## config.mk

```make
export PLATFORM = sky130hd
export DESIGN_NAME = id_ex_stage
export DESIGN_NICKNAME = d
export VERILOG_FILES = /design/src/rtl/cpu_pkg.sv /design/src/rtl/id_ex_stage_fwd_mux.sv /design/src/rtl/id_ex_stage.sv
export SDC_FILE = /design/constraint.sdc
export NUM_CORES = 1
export LEC_CHECK = 0
export BUFFER_PORTS_ARGS = -buffer_cell sky130_fd_sc_hd__buf_2
export CORE_AREA = 4 4 119 121
export CTS_CLUSTER_SIZE = 25
export DETAILED_ROUTE_END_ITERATION = 7
export DIE_AREA = 0 0 123 125
export HOLD_SLACK_MARGIN = 0.02
export PLACE_DENSITY = 0.72
export SLEW_MARGIN = 0
export SYNTH_ARGS = -nofsm -noshare
export SYNTH_HDL_FRONTEND = slang
export SYNTH_HIERARCHICAL = 1
export SYNTH_SLANG_ARGS = --single-unit
```

## constraint.sdc

```tcl
create_clock -name clk_i -period 5.2 [get_ports clk_i]
set_clock_uncertainty 0.2 [all_clocks]
set_input_delay 0.52 -clock clk_i [delete_from_list [all_inputs] [get_ports clk_i]]
set_output_delay 0.52 -clock clk_i [all_outputs]
set_load 0.02 [all_outputs]
```

## src/rtl/cpu_pkg.sv

```systemverilog
// Shared definitions for the 5-stage MIPS core datapath.
//   DATA_W / REG_AW / CTRL_W : operand, register-address and ALU-control widths
//   alu_op_t                 : ALU control encodings (AND=0 is also the bubble value)
//   fwd_sel_t                : operand source chosen by the forwarding muxes
package cpu_pkg;

  localparam int unsigned DATA_W = 32;
  localparam int unsigned REG_AW = 5;
  localparam int unsigned CTRL_W = 3;

  typedef enum logic [CTRL_W-1:0] {
    ALU_AND = 3'd0,
    ALU_OR  = 3'd1,
    ALU_ADD = 3'd2,
    ALU_SUB = 3'd3,
    ALU_MUL = 3'd4
  } alu_op_t;

  typedef enum logic [1:0] {
    FWD_REG   = 2'd0,
    FWD_EXMEM = 2'd1,
    FWD_MEMWB = 2'd2
  } fwd_sel_t;

endpackage

```

## src/rtl/id_ex_stage_fwd_mux.sv

```systemverilog
// fwd_mux: operand forwarding select for one source register.
// Only present when IDEX_FORWARD_EN is defined.
//   addr            : registered source register address
//   reg_data        : registered register-file value
//   exmem_*         : EX/MEM write port (regwrite, rd, data) -- highest priority
//   memwb_*         : MEM/WB write port (regwrite, rd, data)
//   fwd_data        : selected operand value
//   sel             : selected source (fwd_sel_t encoding)
// Register 0 is never forwarded.
`ifdef IDEX_FORWARD_EN
module fwd_mux #(
  parameter int unsigned DATA_W = cpu_pkg::DATA_W,
  parameter int unsigned REG_AW = cpu_pkg::REG_AW
) (
  input  logic [REG_AW-1:0] addr,
  input  logic [DATA_W-1:0] reg_data,
  input  logic              exmem_regwrite,
  input  logic [REG_AW-1:0] exmem_rd,
  input  logic [DATA_W-1:0] exmem_data,
  input  logic              memwb_regwrite,
  input  logic [REG_AW-1:0] memwb_rd,
  input  logic [DATA_W-1:0] memwb_data,
  output logic [DATA_W-1:0] fwd_data,
  output logic [1:0]        sel
);
  import cpu_pkg::*;

  fwd_sel_t sel_e;

  always_comb begin
    sel_e    = FWD_REG;
    fwd_data = reg_data;
    if (exmem_regwrite && (exmem_rd != '0) && (exmem_rd == addr)) begin
      sel_e    = FWD_EXMEM;
      fwd_data = exmem_data;
    end else if (memwb_regwrite && (memwb_rd != '0) && (memwb_rd == addr)) begin
      sel_e    = FWD_MEMWB;
      fwd_data = memwb_data;
    end
  end

  assign sel = sel_e;

endmodule
`endif

```

## src/rtl/id_ex_stage.sv

```systemverilog
// id_ex_stage: ID/EX pipeline register plus operand forwarding and hazard
// detection feeding the execute ALU.
// Ports:
//   clk_i, rst_i          : clock (rising edge), asynchronous active-high reset
//   id_valid_i, flush_i   : ID holds a real instruction / load a bubble
//   id_*                  : decoded operands and control captured each cycle
//   exmem_*, memwb_*      : downstream write ports used for forwarding/hazards
//   stall_o               : combinational request to hold PC and IF/ID
//   data1_o, data2_o      : ALU operands; ALUCtrl_o : ALU control
//   ex_*                  : registered EX-stage state passed to later stages
// Build option: IDEX_FORWARD_EN enables EX/MEM and MEM/WB forwarding. When it
// is undefined, operands come straight from the registers and stall_o also
// covers RAW hazards against EX and EX/MEM (MEM/WB is covered by write-first
// register file).
module id_ex_stage #(
  parameter int unsigned DATA_W = cpu_pkg::DATA_W,
  parameter int unsigned REG_AW = cpu_pkg::REG_AW,
  parameter int unsigned CTRL_W = cpu_pkg::CTRL_W
) (
  input  logic              clk_i,
  input  logic              rst_i,
  input  logic              id_valid_i,
  input  logic              flush_i,
  input  logic [REG_AW-1:0] id_rs_addr_i,
  input  logic [REG_AW-1:0] id_rt_addr_i,
  input  logic [REG_AW-1:0] id_rd_addr_i,
  input  logic [DATA_W-1:0] id_rs_data_i,
  input  logic [DATA_W-1:0] id_rt_data_i,
  input  logic [DATA_W-1:0] id_imm_i,
  input  logic              id_alusrc_i,
  input  logic              id_regdst_i,
  input  logic [CTRL_W-1:0] id_aluctrl_i,
  input  logic              id_regwrite_i,
  input  logic              id_memread_i,
  input  logic              id_memwrite_i,
  input  logic              id_memtoreg_i,
  input  logic              exmem_regwrite_i,
  input  logic [REG_AW-1:0] exmem_rd_i,
  input  logic [DATA_W-1:0] exmem_data_i,
  input  logic              memwb_regwrite_i,
  input  logic [REG_AW-1:0] memwb_rd_i,
  input  logic [DATA_W-1:0] memwb_data_i,
  output logic              stall_o,
  output logic [DATA_W-1:0] data1_o,
  output logic [DATA_W-1:0] data2_o,
  output logic [CTRL_W-1:0] ALUCtrl_o,
  output logic              ex_valid_o,
  output logic [REG_AW-1:0] ex_wr_addr_o,
  output logic [DATA_W-1:0] ex_store_data_o,
  output logic              ex_regwrite_o,
  output logic              ex_memread_o,
  output logic              ex_memwrite_o,
  output logic              ex_memtoreg_o
);
  import cpu_pkg::*;

  logic              valid_q;
  logic [REG_AW-1:0] rs_addr_q;
  logic [REG_AW-1:0] rt_addr_q;
  logic [REG_AW-1:0] wr_addr_q;
  logic [DATA_W-1:0] rs_data_q;
  logic [DATA_W-1:0] rt_data_q;
  logic [DATA_W-1:0] imm_q;
  logic              alusrc_q;
  logic [CTRL_W-1:0] aluctrl_q;
  logic              regwrite_q;
  logic              memread_q;
  logic              memwrite_q;
  logic              memtoreg_q;

  logic              bubble;
  logic              load_use;
  logic [DATA_W-1:0] fwd_rs;
  logic [DATA_W-1:0] fwd_rt;

  // Load in EX whose destination is read by the instruction in ID.
  assign load_use = id_valid_i && valid_q && memread_q && (wr_addr_q != '0) &&
                    ((wr_addr_q == id_rs_addr_i) || (wr_addr_q == id_rt_addr_i));

  // flush and stall together still produce a single bubble.
  assign bubble = flush_i || stall_o || !id_valid_i;

  always_ff @(posedge clk_i or posedge rst_i) begin
    if (rst_i) begin
      valid_q    <= 1'b0;
      rs_addr_q  <= '0;
      rt_addr_q  <= '0;
      wr_addr_q  <= '0;
      rs_data_q  <= '0;
      rt_data_q  <= '0;
      imm_q      <= '0;
      alusrc_q   <= 1'b0;
      aluctrl_q  <= '0;
      regwrite_q <= 1'b0;
      memread_q  <= 1'b0;
      memwrite_q <= 1'b0;
      memtoreg_q <= 1'b0;
    end else if (bubble) begin
      // ALU control 0 is AND: a bubble computes a harmless AND of zeros.
      valid_q    <= 1'b0;
      rs_addr_q  <= '0;
      rt_addr_q  <= '0;
      wr_addr_q  <= '0;
      rs_data_q  <= '0;
      rt_data_q  <= '0;
      imm_q      <= '0;
      alusrc_q   <= 1'b0;
      aluctrl_q  <= '0;
      regwrite_q <= 1'b0;
      memread_q  <= 1'b0;
      memwrite_q <= 1'b0;
      memtoreg_q <= 1'b0;
    end else begin
      valid_q    <= 1'b1;
      rs_addr_q  <= id_rs_addr_i;
      rt_addr_q  <= id_rt_addr_i;
      wr_addr_q  <= id_regdst_i ? id_rd_addr_i : id_rt_addr_i;
      rs_data_q  <= id_rs_data_i;
      rt_data_q  <= id_rt_data_i;
      imm_q      <= id_imm_i;
      alusrc_q   <= id_alusrc_i;
      aluctrl_q  <= id_aluctrl_i;
      regwrite_q <= id_regwrite_i;
      memread_q  <= id_memread_i;
      memwrite_q <= id_memwrite_i;
      memtoreg_q <= id_memtoreg_i;
    end
  end

`ifdef IDEX_FORWARD_EN
  logic [1:0] rs_sel;
  logic [1:0] rt_sel;
  logic       unused_sel;

  fwd_mux #(.DATA_W(DATA_W), .REG_AW(REG_AW)) u_fwd_rs (
    .addr           (rs_addr_q),
    .reg_data       (rs_data_q),
    .exmem_regwrite (exmem_regwrite_i),
    .exmem_rd       (exmem_rd_i),
    .exmem_data     (exmem_data_i),
    .memwb_regwrite (memwb_regwrite_i),
    .memwb_rd       (memwb_rd_i),
    .memwb_data     (memwb_data_i),
    .fwd_data       (fwd_rs),
    .sel            (rs_sel)
  );

  fwd_mux #(.DATA_W(DATA_W), .REG_AW(REG_AW)) u_fwd_rt (
    .addr           (rt_addr_q),
    .reg_data       (rt_data_q),
    .exmem_regwrite (exmem_regwrite_i),
    .exmem_rd       (exmem_rd_i),
    .exmem_data     (exmem_data_i),
    .memwb_regwrite (memwb_regwrite_i),
    .memwb_rd       (memwb_rd_i),
    .memwb_data     (memwb_data_i),
    .fwd_data       (fwd_rt),
    .sel            (rt_sel)
  );

  assign unused_sel = ^{rs_sel, rt_sel};
  assign stall_o    = load_use;
`else
  logic rs_hit;
  logic rt_hit;
  logic unused_nofwd;

  assign fwd_rs = rs_data_q;
  assign fwd_rt = rt_data_q;

  // Without forwarding, any pending write in EX or EX/MEM to a source must
  // drain before the reader may enter EX.
  assign rs_hit = (id_rs_addr_i != '0) &&
                  ((regwrite_q && (wr_addr_q == id_rs_addr_i)) ||
                   (exmem_regwrite_i && (exmem_rd_i == id_rs_addr_i)));
  assign rt_hit = (id_rt_addr_i != '0) &&
                  ((regwrite_q && (wr_addr_q == id_rt_addr_i)) ||
                   (exmem_regwrite_i && (exmem_rd_i == id_rt_addr_i)));

  assign stall_o = load_use || (id_valid_i && (rs_hit || rt_hit));

  assign unused_nofwd = ^{rs_addr_q, rt_addr_q, exmem_data_i,
                          memwb_regwrite_i, memwb_rd_i, memwb_data_i};
`endif

  assign data1_o         = fwd_rs;
  assign data2_o         = alusrc_q ? imm_q : fwd_rt;
  assign ex_store_data_o = fwd_rt;
  assign ALUCtrl_o       = aluctrl_q;
  assign ex_valid_o      = valid_q;
  assign ex_wr_addr_o    = wr_addr_q;
  assign ex_regwrite_o   = regwrite_q;
  assign ex_memread_o    = memread_q;
  assign ex_memwrite_o   = memwrite_q;
  assign ex_memtoreg_o   = memtoreg_q;

endmodule

```

## After elaboration in Yosys (flattened, before gate mapping)

Index checks and enable logic that the tools add are counted.

| storage, ports and cells | value |
|---|---|
| flip-flop bits (word level) | 110 |
| bits of input ports | 200 |
| output and inout bits | 110 |
| logic and storage cells | 50 |

| operators by class | value |
|---|---|
| equality and inequality tests | 4 |
| mux-type cells | 13 |
| reduce and logical (&&, ||, !) cells | 22 |

Operators with widths:

| cell | number |
|---|---|
| two-way mux 32 bit | 4 |
| equality test 5 bit | 4 |
| nonzero test 5 bit | 3 |
| logical AND 1 bit | 11 |
| two-way mux 5 bit | 2 |
| logical OR 1 bit | 7 |
| two-way mux 1 bit | 6 |
| two-way mux 3 bit | 1 |
| zero test 1 bit | 1 |

## Depth between registers and ports, before layout

| logic depth | value |
|---|---|
| depth after elaboration | 10 |
| gate-level depth with buffers | 7 |
| gate-level depth less buffers | 5 |

## Worst setup path after synthesis

OpenSTA, ideal clock, no wires.

| timing path | value |
|---|---|
| path kind | input to output |
| start point | in id_rs_addr_i[1] |
| end point | out stall_o |
| arrival | 1762 ps |
| required time | 4480 ps |
| path slack | 2718 ps |
| stages | 5 |
| path buffers | 1 |
| cell sequence | or4_1 o211ai_1 o21ai_0 clkbuf_1 o21a_1 |

| on the way | value |
|---|---|
| cells in the longest elaborated chain, start to end | 7 |
| elaborated cells on any way between the ends | 12 |
| those cells by class | eq/ne: 2; reduce/logical: 10 |

RTL lines:

| what | line | RTL |
|---|---|---|
| start, declared | id_ex_stage.sv:24 | `input logic [REG_AW-1:0] id_rs_addr_i,` |
| equality test 5 bit (on tied branches) | id_ex_stage.sv:78, id_ex_stage.sv:174, id_ex_stage.sv:175 |  |
| logical AND 1 bit (on tied branches) | id_ex_stage.sv:174, id_ex_stage.sv:175 |  |
| logical OR 1 bit | id_ex_stage.sv:174 | `((regwrite_q && (wr_addr_q == id_rs_addr_i)) \|\|` |
| logical AND 1 bit | id_ex_stage.sv:173 | `assign rs_hit = (id_rs_addr_i != '0) &&` |
| logical OR 1 bit | id_ex_stage.sv:180 | `assign stall_o = load_use \|\| (id_valid_i && (rs_hit \|\| rt_hit));` |
| logical AND 1 bit | id_ex_stage.sv:180 |  |
| logical OR 1 bit * | id_ex_stage.sv:180 |  |
| end, declared | id_ex_stage.sv:43 | `output logic stall_o,` |

Every way passes the cells marked *; elsewhere a longest branch is shown, timed or not.

## Worst setup path in the final report

| timing path | value |
|---|---|
| start point | reg wr_addr_q[1] (netlist: ex_wr_addr_o[1]) |
| end point | out stall_o |

| on the way | value |
|---|---|
| cells in the longest elaborated chain, start to end | 7 |
| elaborated cells on any way between the ends | 15 |
| those cells by class | eq/ne: 2; reduce/logical: 13 |

RTL lines:

| what | line | RTL |
|---|---|---|
| start, declared | id_ex_stage.sv:60 | `logic [REG_AW-1:0] wr_addr_q;` |
| start signal, assigned | id_ex_stage.sv:117 | `wr_addr_q <= id_regdst_i ? id_rd_addr_i : id_rt_addr_i;` |
| equality test 5 bit (on tied branches) | id_ex_stage.sv:78, id_ex_stage.sv:174, id_ex_stage.sv:177 |  |
| logical AND 1 bit (on tied branches) | id_ex_stage.sv:174, id_ex_stage.sv:177 |  |
| logical OR 1 bit (on tied branches) | id_ex_stage.sv:174, id_ex_stage.sv:177 |  |
| logical AND 1 bit (on tied branches) | id_ex_stage.sv:173, id_ex_stage.sv:176 |  |
| logical OR 1 bit | id_ex_stage.sv:180 |  |
| logical AND 1 bit | id_ex_stage.sv:180 |  |
| logical OR 1 bit * | id_ex_stage.sv:180 |  |

Marked as above.

==> run_results.csv <==
group,metric,value,unit
status,status,"finished clean",
timing,final_hold_viol_count,0,
floorplanning,die_w,123,µm
critical_path,cp_cell_sequence,"or4_1, o211ai_2, a21boi_1, o21ai_0, o21a_1, buf_2",
yosys,synth_cell_type_count,26,
critical_path,start_kind,"flip-flop",
finish,diodes,0,
timing,grt_setup_unrepaired,"false",
power,p_int,0.00144,W
floorplanning,die_h,125,µm
yosys,ys_seq_area_share,53.9,%
timing,fin_setup_tns,0,ps
place,dpl.hpwl,9330,µm
place,place_congestion,0.857,
finish,seq_area,0.00275,mm²
timing,relSlewSlack,35.3,%
drt,ant_nets,0,
finish,most-common-layout-cells,"239 x buf_2, 110 x dfrtp_1, 105 x inv_1",
power,p_per_area,288,mW/mm²
yosys,yosys_warnings,6,
power,clkPwrFrac,38.0,%
critical_path,cp_slowest_cell,"or4_1",
global_route,track_usage,16.2,%
critical_path,critPathRequiredTime,4480,ps
yosys,avgSynthCellArea,11.8,µm²
finish,multi_input_area,0.00179,mm²
critical_path,arrival,2310,ps
global_route,grt-ovfl-total,0,
critical_path,r2r_cells,6,
power,leakage,3.96,nW
clock_network,cts_root_buf,"clkbuf_16",
clock_network,clk_pin_slew,70,ps
yosys,yosys.area_share.simple,21.6,%
power,ir_drop,219,µV
power,power.switching,0.000498,W
timing,final_max_slew_viol_count,0,
clock_network,clk_latency,340,ps
power,comb_power_share,15.1,%
place,placed_cell_area,0.00640,mm²
global_route,grt_pass1_vias,4146,
yosys,synth_top_family_by_area,"simple AND/OR/NAND/NOR gates",
clock_network,htreeDepth,3,
yosys,synth_edf_count,0,
critical_path,startpoint,"ex_wr_addr_o[1]",
finish,layout_commonest_cell,"buf_2",
yosys,synth_flop_cell,"dfrtp_1",
critical_path,critPathKind,"reg2out",
clock_network,cts_buffer_depth,2,
clock_network,cts_tree,"built",
yosys,syn-cell-area,0.00511,mm²
global_route,grt_start_max_net_pins,73,
critical_path,reg2reg_to,"imm_q[11]",
drt,drcViolationCount,0,
finish,fillCellCount,1198,
drt,firstDrtPassIters,4,
drt,wirelength,12500,µm
power,p_seq_share,46.8,%
critical_path,ff2ff_setup_slack,2260,ps
timing,setup_viol,0,
critical_path,cp_max_fo,4,
yosys,ys_seq_elements,110,
yosys,async_flop_share,100,%
place,dp_cells,824,
worst_hold_path,hold_class,"in2async",
drt,via_count,3818,
yosys,yosys.area_share.xor_xnor,3.43,%
clock_network,postCtsSetupBuffers,0,
finish,fin_area,0.00673,mm²
timing,worstMarginPinSlew,970,ps
drt,viasPerCell,4.55,
floorplanning,coreArea,0.0131,mm²
yosys,syn_inst,432,
finish,area_delta_synth_final,31.7,%
power,power.total,0.00194,W
yosys,synth_compound_area_share,1.37,%
global_route,grt_first_pass_wirelength,19800,µm
flow_run,drv_cap,0,
floorplanning,dieArea,0.0154,mm²
drt,drt_iter0_markers,162,
timing,finalCritPeriodShare,58.2,%
finish,drive_gt1_share,59.5,%
yosys,synth_fa_ha_area_share,0,%
power,switching_share,25.7,%
drt,wl_per_cell,14.9,µm
clock_network,cts_resized,0,
finish,nets,859,
place,portBuffers,239,
critical_path,cp-end-kind,"output port",
finish,final_cells,840,
timing,max_freq,0.331,GHz
floorplanning,ios,310,
floorplanning,rows,42,
clock_network,cts_hold_buf,0,
timing,finalCriticalPeriod,3030,ps
global_route,antenna_found_initial,1,
yosys,syn_nets,632,
clock_network,cts_buffers,9,
yosys,muxShareOfSynthArea,8.03,%
critical_path,reg2reg_from,"ex_wr_addr_o[1]",
floorplanning,start_util,39.1,%
clock_network,cts_sinks,110,
critical_path,cp_slowest_stage_delay,550,ps
layer usage:
| layer | track usage [%] | wire (µm) | vias up |
|---|---|---|---|
| li1 | - | - | 1815 |
| met5 | 0 | 14 | - |
| met4 | 6.32 | 211 | 2 |
| met2 | 27.9 | 6240 | 153 |
| met1 | 17.9 | 4750 | 1829 |
| met3 | 6.05 | 1300 | 19 |
state kept, by name, summed over array words and instances, names as in the netlist, 3 cells and up:
| name | flops |
|---|---|
| ALUCtrl_o | 3 |
| ex_store_data_o | 32 |
| data1_o | 32 |
| imm_q | 32 |
| ex_wr_addr_o | 5 |
synthesized netlist by cell type (2+ instances only):
cell	n	area share [%]
o21ai_0	3	0.29
buf_6	10	2.2
dfrtp_1	110	54
nand3_1	2	0.20
xnor2_1	11	1.9
clkbuf_1	5	0.37
nor3_2	99	19
nor3_1	12	1.2
buf_2	9	0.88
inv_1	106	7.8
nor2_1	2	0.15
or4_1	2	0.29
buf_1	4	0.29
mux2i_1	5	0.98
xor2_1	9	1.5
nand4_1	2	0.24
mux2_2	32	7.1
cells by family after synthesis:
group	after synthesis
AOI/OAI and AO/OA	9
xor gates and xnor gates	20
buffers and inverters	135
DFF	110
muxes	37
and+or+nand+nor	121
worst max-delay path by stage:
stage,to
after global routing,stall_o
after global placement,imm_q[11]
after floorplan,ALUCtrl_o[0]
after CTS,stall_o
final,stall_o
after detailed placement,imm_q[11]
per-stage QoR:
step | worst slack [ps] | utilization [%] | hold WS, ps
finish | 2170 | 51.4 | 166
detailed placement | 2060 | 48.9 | 545
global route | 2030 | 51.4 | 176
global placement | 2060 | 48.9 | 546
CTS | 2180 | 51.4 | 169
floorplan | 1580 | - | 434
worst max-delay path: cells and delay by family, from the launching register on:
kind	cells	cell delay (ps)
buf+inv	1	150
simple gates	1	550
compound gates	4	820
flops	1	440
area by class of cell:
cell class,count,area share (%)
sequential,110,40.9
tap,176,3.27
multi-input combinational,187,26.6
clock inverter,5,1.21
inverter,106,5.95
timing repair buffer,245,18.4
clock buffer,11,3.61
power by group through the flow:
stage / Clock (W) / Sequential [W] / Combinational [W]
floorplan: 0 / 0.000954 / 0.000153
global placement: 0 / 0.000924 / 0.000293
detailed placement: 0 / 0.000925 / 0.000299
CTS: 0.000762 / 0.000909 / 0.000300
global route: 0.000799 / 0.000912 / 0.000323
finish: 0.000737 / 0.000908 / 0.000294
Note: power is estimated with default switching activity, not from simulation.
